`src/rtl/tone_pkg.sv`:
```
// Shared constants for the tone player: FSM state encodings, note mode
// values and the clock-to-tick divider calculation.
package tone_pkg;

  typedef logic [1:0] tone_state_t;

  localparam tone_state_t ST_IDLE = 2'd0;
  localparam tone_state_t ST_PLAY = 2'd1;
  localparam tone_state_t ST_GAP  = 2'd2;

  localparam logic MODE_STEADY = 1'b0;
  localparam logic MODE_SIREN  = 1'b1;

  // Number of clk cycles per duration tick, never less than one.
  function automatic int tick_div(input int clk_hz, input int tick_hz);
    int d;
    d = clk_hz / tick_hz;
    if (d < 1) d = 1;
    return d;
  endfunction

endpackage

```
`src/rtl/tick_prescaler.sv`:
```
// Duration time base: pulses tick for one clk every CLK_HZ/TICK_HZ cycles.
// restart zeroes the phase so the first tick lands a full interval later.
module tick_prescaler
  import tone_pkg::*;
#(
  parameter int CLK_HZ  = 100_000_000,
  parameter int TICK_HZ = 1000
) (
  input  logic clk,
  input  logic rst,
  input  logic restart,
  output logic tick
);

  localparam int DIV = tick_div(CLK_HZ, TICK_HZ);
  localparam int CW  = (DIV > 1) ? $clog2(DIV) : 1;

  logic [CW-1:0] cnt;

  assign tick = (cnt == CW'(DIV - 1));

  // Free-running divider, realigned whenever a note is accepted.
  always_ff @(posedge clk or posedge rst) begin
    if (rst) begin
      cnt <= '0;
    end else if (restart || tick) begin
      cnt <= '0;
    end else begin
      cnt <= cnt + 1'b1;
    end
  end

endmodule

```
`src/rtl/tone_player.sv`:
```
// Square-wave tone generator: accepts a note over a valid/ready handshake,
// plays it for req_dur ticks, holds a silent gap of GAP_TK ticks, then
// pulses done. Optional siren mode is built only when TONE_SIREN_EN is
// defined; the default build plays every note as a steady tone.
//
// Handshake: a note is taken on any rising clk edge where req_valid and
// req_ready are both high; req_ready is high exactly while in IDLE, so the
// done cycle can also accept the next note.
module tone_player
  import tone_pkg::*;
#(
  parameter int CLK_HZ   = 100_000_000,
  parameter int TICK_HZ  = 1000,
  parameter int DIV_W    = 18,
  parameter int DUR_W    = 12,
  parameter int GAP_TK   = 20,
  parameter int SIREN_TK = 250
) (
  input  logic             clk,
  input  logic             rst,
  input  logic             req_valid,
  output logic             req_ready,
  input  logic [DIV_W-1:0] req_period,
  input  logic [DUR_W-1:0] req_dur,
  input  logic             req_mode,
  input  logic             abort,
  output logic             speaker,
  output logic             gain,
  output logic             en,
  output logic             busy,
  output logic             done,
  output logic [1:0]       state_dbg
);

  tone_state_t      state;
  logic [DIV_W-1:0] period_q;
  logic [DIV_W-1:0] half_cnt;
  logic [DIV_W-1:0] reload;
  logic [DUR_W-1:0] dur_q;
  logic [DUR_W-1:0] tick_cnt;
  logic             tick;
  logic             accept;

  assign accept    = req_valid && (state == ST_IDLE);
  assign req_ready = (state == ST_IDLE);
  assign busy      = ~req_ready;
  assign en        = (state != ST_IDLE);
  assign gain      = (state == ST_PLAY) && (period_q != '0);
  assign state_dbg = state;

  tick_prescaler #(
    .CLK_HZ (CLK_HZ),
    .TICK_HZ(TICK_HZ)
  ) u_tick (
    .clk    (clk),
    .rst    (rst),
    .restart(accept),
    .tick   (tick)
  );

`ifdef TONE_SIREN_EN
  localparam int SIR_W = (SIREN_TK > 1) ? $clog2(SIREN_TK) : 1;

  logic             mode_q;
  logic             phase;
  logic [SIR_W-1:0] sir_cnt;
  logic [DIV_W:0]   alt_sum;
  logic [DIV_W-1:0] alt_half;

  // Alternate half-period is P + P/2, clamped to the largest DIV_W value.
  assign alt_sum  = {1'b0, period_q} + {2'b00, period_q[DIV_W-1:1]};
  assign alt_half = alt_sum[DIV_W] ? '1 : alt_sum[DIV_W-1:0];
  assign reload   = ((mode_q == MODE_SIREN) && phase) ? alt_half : period_q;

  // Siren phase flips every SIREN_TK ticks of play, starting on the base period.
  always_ff @(posedge clk or posedge rst) begin
    if (rst) begin
      mode_q  <= MODE_STEADY;
      phase   <= 1'b0;
      sir_cnt <= '0;
    end else if (accept) begin
      mode_q  <= req_mode;
      phase   <= 1'b0;
      sir_cnt <= '0;
    end else if ((state == ST_PLAY) && tick) begin
      if (sir_cnt == SIR_W'(SIREN_TK - 1)) begin
        sir_cnt <= '0;
        phase   <= ~phase;
      end else begin
        sir_cnt <= sir_cnt + 1'b1;
      end
    end
  end
`else
  logic unused_mode;
  localparam int unused_siren_tk = SIREN_TK;
  assign unused_mode = req_mode;
  assign reload      = period_q;
`endif

  // Note FSM with the half-wave generator and the shared duration/gap tick counter.
  always_ff @(posedge clk or posedge rst) begin
    if (rst) begin
      state    <= ST_IDLE;
      period_q <= '0;
      dur_q    <= '0;
      half_cnt <= '0;
      tick_cnt <= '0;
      speaker  <= 1'b0;
      done     <= 1'b0;
    end else begin
      done <= 1'b0;
      case (state)
        ST_IDLE: begin
          if (accept) begin
            period_q <= req_period;
            dur_q    <= req_dur;
            speaker  <= 1'b0;
            tick_cnt <= '0;
            half_cnt <= (req_period == '0) ? '0 : req_period - 1'b1;
            if (req_dur != '0) state <= ST_PLAY;
            else               done  <= 1'b1;
          end
        end
        ST_PLAY: begin
          if (abort) begin
            state   <= ST_IDLE;
            speaker <= 1'b0;
          end else begin
            if (period_q != '0) begin
              if (half_cnt == '0) begin
                speaker  <= ~speaker;
                half_cnt <= reload - 1'b1;
              end else begin
                half_cnt <= half_cnt - 1'b1;
              end
            end
            if (tick) begin
              if (tick_cnt == dur_q - 1'b1) begin
                tick_cnt <= '0;
                speaker  <= 1'b0;
                if (GAP_TK == 0) begin
                  state <= ST_IDLE;
                  done  <= 1'b1;
                end else begin
                  state <= ST_GAP;
                end
              end else begin
                tick_cnt <= tick_cnt + 1'b1;
              end
            end
          end
        end
        ST_GAP: begin
          if (abort) begin
            state <= ST_IDLE;
          end else if (tick) begin
            if (tick_cnt == DUR_W'(GAP_TK - 1)) begin
              tick_cnt <= '0;
              state    <= ST_IDLE;
              done     <= 1'b1;
            end else begin
              tick_cnt <= tick_cnt + 1'b1;
            end
          end
        end
        default: begin
          state   <= ST_IDLE;
          speaker <= 1'b0;
        end
      endcase
    end
  end

endmodule

```
`config.mk`:
```
export PLATFORM = sky130hd
export DESIGN_NAME = tone_player
export DESIGN_NICKNAME = d
export VERILOG_FILES = /design/src/rtl/tone_pkg.sv /design/src/rtl/tick_prescaler.sv /design/src/rtl/tone_player.sv
export SDC_FILE = /design/constraint.sdc
export NUM_CORES = 1
export LEC_CHECK = 0
export ABC_CLOCK_PERIOD_IN_PS = 8600
export BUFFER_PORTS_ARGS = -buffer_cell sky130_fd_sc_hd__buf_2
export CAP_MARGIN = 20
export CELL_PAD_IN_SITES_DETAIL_PLACEMENT = 2
export CELL_PAD_IN_SITES_GLOBAL_PLACEMENT = 2
export CORE_MARGIN = 1.5
export CORE_UTILIZATION = 41
export DETAILED_ROUTE_END_ITERATION = 16
export PLACE_DENSITY = 0.95
export RECOVER_POWER = 100
export SYNTH_ARGS = -nofsm -noshare
export SYNTH_HDL_FRONTEND = slang
export SYNTH_SLANG_ARGS = --single-unit
```
`constraint.sdc`:
```
create_clock -name clk -period 8.6 [get_ports clk]
set_clock_uncertainty 0.15 [all_clocks]
set_input_delay 2.15 -clock clk [delete_from_list [all_inputs] [get_ports clk]]
set_output_delay 2.15 -clock clk [all_outputs]
set_load 0.03 [all_outputs]
```
==> Word-level counts from Yosys, hierarchy flattened <==
Cells that the tools add are included.
{ "totals": {"mem_bits_ro": 0, "latch_bits": 0, "elab_cells": 86, "register_bits": 81, "ramBits": 0, "in_bits": 35, "n_memories": 0} }
{ "op_classes": {"reduce_logical": 16, "multipliers": 0, "magnitude_cmp": 0, "bitwise": 3, "mux": 37, "n_eq_ne": 16, "n_addsub": 6, "n_shift": 0, "div": 0} }
{ "op_table": {"columns": ["op", "count"], "rows": [
  ["$mux 18", 5],
  ["$mux 12", 7],
  ["$sub 18x1->18 const B", 3],
  ["$logic_not 18->1", 2],
  ["$pmux 12 s3", 1],
  ["$pmux 18 s2", 1],
  ["$reduce_bool 18->1", 1],
  ["$add 17x1->17 const B", 1],
  ["$eq 17x17->1 const B", 1],
  ["$mux 17", 1],
  ["$mux 2", 8],
  ["$add 12x1->12 const B", 1],
  ["$eq 12x12->1", 1],
  ["$eq 12x5->1 const B", 1],
  ["$reduce_and 6->1", 2],
  ["$reduce_bool 12->1", 1],
  ["$sub 12x1->12 const B", 1],
  ["$mux 1", 11],
  ["$ne 2x1->1 const B", 5],
  ["$ne 3x2->1 const B", 3],
  ["$pmux 2 s3", 1],
  ["$ne 2x2->1 const B", 2],
  ["$reduce_and 2->1", 2],
  ["$reduce_and 4->1", 1],
  ["other kinds (11)", 15]
]} }

==> Logic depth before layout (Yosys ltp) <==
{ "depth": {"word_depth": 7, "depth_mapped": 16, "ltp_nobuf": 12} }

==> Hierarchy <==
Synthesis repeated with hierarchy kept, for this count alone.
{ "hier_totals": {"cells_unflattened": 616, "hier_area_um2": 5494.0} }
{ "modules_own_cells": {"columns": ["mod", "instances", "cells_per_inst", "seq_area_each_um2", "area_per_inst_um2"], "rows": [
  ["tone_player", 1, 526, 1601.5, 4616.9],
  ["tick_prescaler", 1, 90, 425.4, 877.1]
]} }

==> Least setup slack after synthesis <==
Ideal clock, no wire load.
{ "synth_path": {"path_type": "input port to flip-flop", "from": "in req_period[8]", "to": "reg half_cnt[7]", "slack_ns": 4.252, "n_path_buf": 0, "setup_ns": 0.124, "stages": 6, "arrival_ns": 4.075, "t_required_ns": 8.326, "cell_sequence": "or4_1 -> nor3_1 -> nand2_1 -> o41ai_4 -> nor2_2 -> a211o_1"} }
{ "synth_between": {"elab_chain_cells": 4} }
{ "synth_lines": {"columns": ["item", "line", "rtl"], "rows": [
  ["start: declaration", "tone_player.sv:23", "input logic [DIV_W-1:0] req_period,"],
  ["$logic_not 18->1", "tone_player.sv:120", "half_cnt <= (req_period == '0) ? '0 : req_period - 1'b1;"],
  ["$mux 18", "tone_player.sv:120", null],
  ["$mux 18", "tone_player.sv:115", "if (accept) begin"],
  ["$pmux 18 s2", "tone_player.sv:113", "case (state)"],
  ["end signal: assignment", "tone_player.sv:120", null],
  ["end signal: assignment", "tone_player.sv:133", "half_cnt <= reload - 1'b1;"],
  ["end signal: assignment", "tone_player.sv:135", "half_cnt <= half_cnt - 1'b1;"],
  ["end: declaration", "tone_player.sv:37", "logic [DIV_W-1:0] half_cnt;"]
]} }
No other way between the ends. The select of a mux whose other input is x is not followed.
A chain may end at the register's enable or synchronous reset.

==> Worst setup path after layout <==
{ "layout_path": {"from": "in req_period[8]", "to": "reg half_cnt[12]"} }
{ "layout_between": {"elab_chain_cells": 4, "elab_cells_between_ends": 5} }
{ "layout_lines": {"columns": ["item", "line"], "rows": [
  ["$sub 18x1->18 or $logic_not 18->1 (tied branches)", "tone_player.sv:120"],
  ["$mux 18 *", "tone_player.sv:120"],
  ["$mux 18 *", "tone_player.sv:115"],
  ["$pmux 18 s2 *", "tone_player.sv:113"]
]} }
Mark *: on every way between the ends. The rest lies on a longest branch, timed or not. The select of a mux whose other input is x is not followed.

==> run_results.csv <==
group,metric,value,unit
status,outcome,"complete, but fails checks",
status,violations,"capacitance limit, slew limit",
setup_path,path_buf_inv,1,
cells_and_area,insertedDiodeCount,0,
floorplanning,boundaryPins,43,
floorplanning,core_area,12700,sq um
setup_path,max_stage_delay,1.83,ns
setup_path,cp_slowest_cell,"o41ai_1",
floorplanning,fp.dieH,117,um
floorplanning,dieArea,13800,sq um
clock_tree,htree_levels,3,
timing,period_share,77.6,%
grt,grt_pass1_wl,33400,um
timing,rsz0062_at_grt,"no",
cells_and_area,fin_nets,678,
setup_path,endpoint_kind,"flip-flop",
cells_and_area,layout-drive-gt1-share,14.1,%
route,antenna_left,0,
cells_and_area,finalInstanceArea,6000,sq um
route,wl_per_cell,26.3,um
route,drt-pass1-iter-count,5,
synthesis,yosysUniqueCellTypes,71,
floorplanning,initial_core_util,42.3,%
timing,worst_pin_slew,2.50,ns
clock_tree,cts_hold_buf,0,
synthesis,synthFlopType,"dfrtp_1",
cells_and_area,final_util,47.3,%
placement,gp_congestion,0.800,
floorplanning,row_count,41,
setup_path,critPathMaxFanout,10,
setup_path,path_cells,"clkbuf_1, or4_1, nor3_1, nand2_1, o41ai_1, nor2_1, a22oi_1, o21ai_0",
synthesis,postSynthCellCount,601,
power_and_ir_drop,leakage,2.40,nW
power_and_ir_drop,p_total,2.08,mW
timing,final.setup.tns,0,ns
placement,post-place-ws,3.35,ns
clock_tree,clock_sink_count,81,
synthesis,ys_ff_latch,81,
setup_path,crit_arrival,6.73,ns
timing,fmax,150,MHz
timing,drv_slew,128,
setup_path,path_delay_family,"compound AO/OA/AOI/OAI gates",
timing,final-setup-viol-count,0,
cells_and_area,final_cell_count_no_fill,812,
setup_path,critPathLaunchType,"primary input",
synthesis,syn-cell-area,5360,sq um
grt,grt_max_degree,82,
timing,hold_violations,0,
clock_tree,cts_buffers,9,
route,vias,5236,
timing,whs,0.411,ns
synthesis,synth_edf_count,0,
synthesis,syn_area_per_cell,8.91,sq um
power_and_ir_drop,vdd_ir_drop_max,0.000182,V
cells_and_area,fillers,1376,
route,wl,21400,um
clock_tree,cts_setup_buffers,0,
route,drc_errors,0,
synthesis,synth_fp_nets,644,
worst_hold_path,hp-class,"reg -> reg",
route,routed_via_density,6.45,
synthesis,async_reset_ff_share,100,%
placement,io_buffers,41,
timing,setup_slack,1.92,ns
placement,dpl_cell_area,5710,sq um
synthesis,yosysSeqAreaShare,37.9,%
setup_path,worstPathRequired,8.66,ns
floorplanning,die_w,117,um
clock_tree,clock_tree.buffer_depth,2,
job,cap_viol_max_count,4,
clock_tree,clock_latency,0.36,ns
clock_tree,path_clk_slew,0.06,ns
clock_tree,cts_tree,"built",
synthesis,ys_warn_count,0,
placement,hpwlAfterDp,13800,um
timing,fin_crit,6.68,ns
grt,grt_pass1_vias,5740,
cells_and_area,area_delta_synth_final,12.0,%
setup_path,worstSetupPathType,"in -> reg",
grt,antenna_found_initial,0,
grt,grt_util_all_layers,32.7,%
route,drt_iter0_drc,373,
placement,placed_cells,793,
grt,gr-total-overflow,0,
clock_tree,clockRootBuffer,"clkbuf_16",
timing,slew_headroom,-66.7,%
clock_tree,cts_resized,0,
power_and_ir_drop,p_per_area,346,nW/um^2
[routing by layer]
metal  wire length [um]  track usage [%]  vias to the layer above
li1                   -                -                     2285
met1               8720             39.5                     2662
met2              10600             55.3                      203
met3               1100             6.33                       86
met4               1020             17.6                        0
met5                  0                0                        -
[flip-flops by register name, summed over array words and instances (netlist names)]
name / flops
tick_cnt: 12
period_q: 18
dur_q: 12
done: 1
state_dbg: 2
speaker: 1
u_tick.cnt: 17
half_cnt: 18
[cells in the final DEF, fill, tap and decap left out, types with 10 or more instances in the layout]
master / instances
inv_1: 16
nor2_1: 59
mux2_2: 26
xor2_1: 31
o21ai_0: 40
xnor2_1: 17
a31oi_1: 15
clkbuf_1: 17
nor3_1: 19
nand4_1: 10
a21oi_1: 30
nand2_1: 50
nand3_1: 25
and3_1: 11
nor4_1: 12
buf_2: 30
dfrtp_1: 81
or3_1: 14
[worst paths after layout]
check                                         start                        to  slack [ns]  cells past startpoint
max                                   req_period[8]  half_cnt[12]$_DFFE_PP0P_        1.92                      8
min                        u_tick.cnt[15]$_DFF_PP0_  u_tick.cnt[15]$_DFF_PP0_        0.41                      2
max reg2reg                state_dbg[1]$_DFFE_PP0P_  half_cnt[12]$_DFFE_PP0P_        4.64                      7
min reg2reg                u_tick.cnt[15]$_DFF_PP0_  u_tick.cnt[15]$_DFF_PP0_        0.41                      2
max in group asynchronous                       rst  tick_cnt[11]$_DFFE_PP0P_        2.72                      4
min in group asynchronous                       rst   period_q[1]$_DFFE_PP0P_        2.58                      3
[kinds of logic after synthesis]
group / Yosys count / synth area share, %
AOI/OAI and AO/OA: 144 / 18.6
xor gates and xnor gates: 48 / 7.85
adders and majority gates: 8 / 1.87
buffers and inverters: 42 / 3.11
DFF: 81 / 37.9
muxes: 34 / 7.03
and+or+nand+nor: 244 / 23.7
[layout make-up]
cell class,count,area [sq um],share of cell area [%]
clock buffers,14,274,4.57
flip-flops and latches,81,2030,33.8
multi-input cells,478,3150,52.5
well taps,172,215,3.59
clock inverters,2,35.0,0.584
inverters,18,68.8,1.15
repair buffers,47,229,3.82
[worst min-delay path, cell delays in order (launching register included)]
cell,delay (ns)
dfrtp_1,0.37
xor2_1,0.08
nor2_1,0.07
[power by group]
part / internal, mW / switching, mW
sequential: 0.511 / 0.228
combinational: 0.342 / 0.574
clock: 0.249 / 0.171
[synth_stat cells (3+ instances only)]
cell type,count,area share [%]
and2_1,5,0.58
a21o_1,4,0.56
o31ai_1,5,0.70
nor2b_1,4,0.47
buf_2,4,0.37
or4_1,9,1.3
nand3_1,25,2.3
clkbuf_1,17,1.2
mux2i_1,5,0.93
a21oi_1,30,2.8
xor2_1,31,5.1
inv_1,17,1.2
nand3b_1,3,0.42
ha_1,8,1.9
a22oi_1,4,0.56
xnor2_1,17,2.8
nand2b_1,5,0.58
nor3_1,20,1.9
nor2_1,58,4.1
a31oi_1,15,1.8
dfrtp_1,81,38
a211oi_1,6,0.84
and3_1,11,1.3
mux2_2,29,6.1
nand4_1,10,1.2
nor4b_1,3,0.49
or3_1,14,1.6
nor4_1,12,1.4
o21ai_0,39,3.6
o22ai_1,5,0.58
o211ai_1,4,0.56
nand2_1,50,3.5
(Power assumes the default switching activity.)
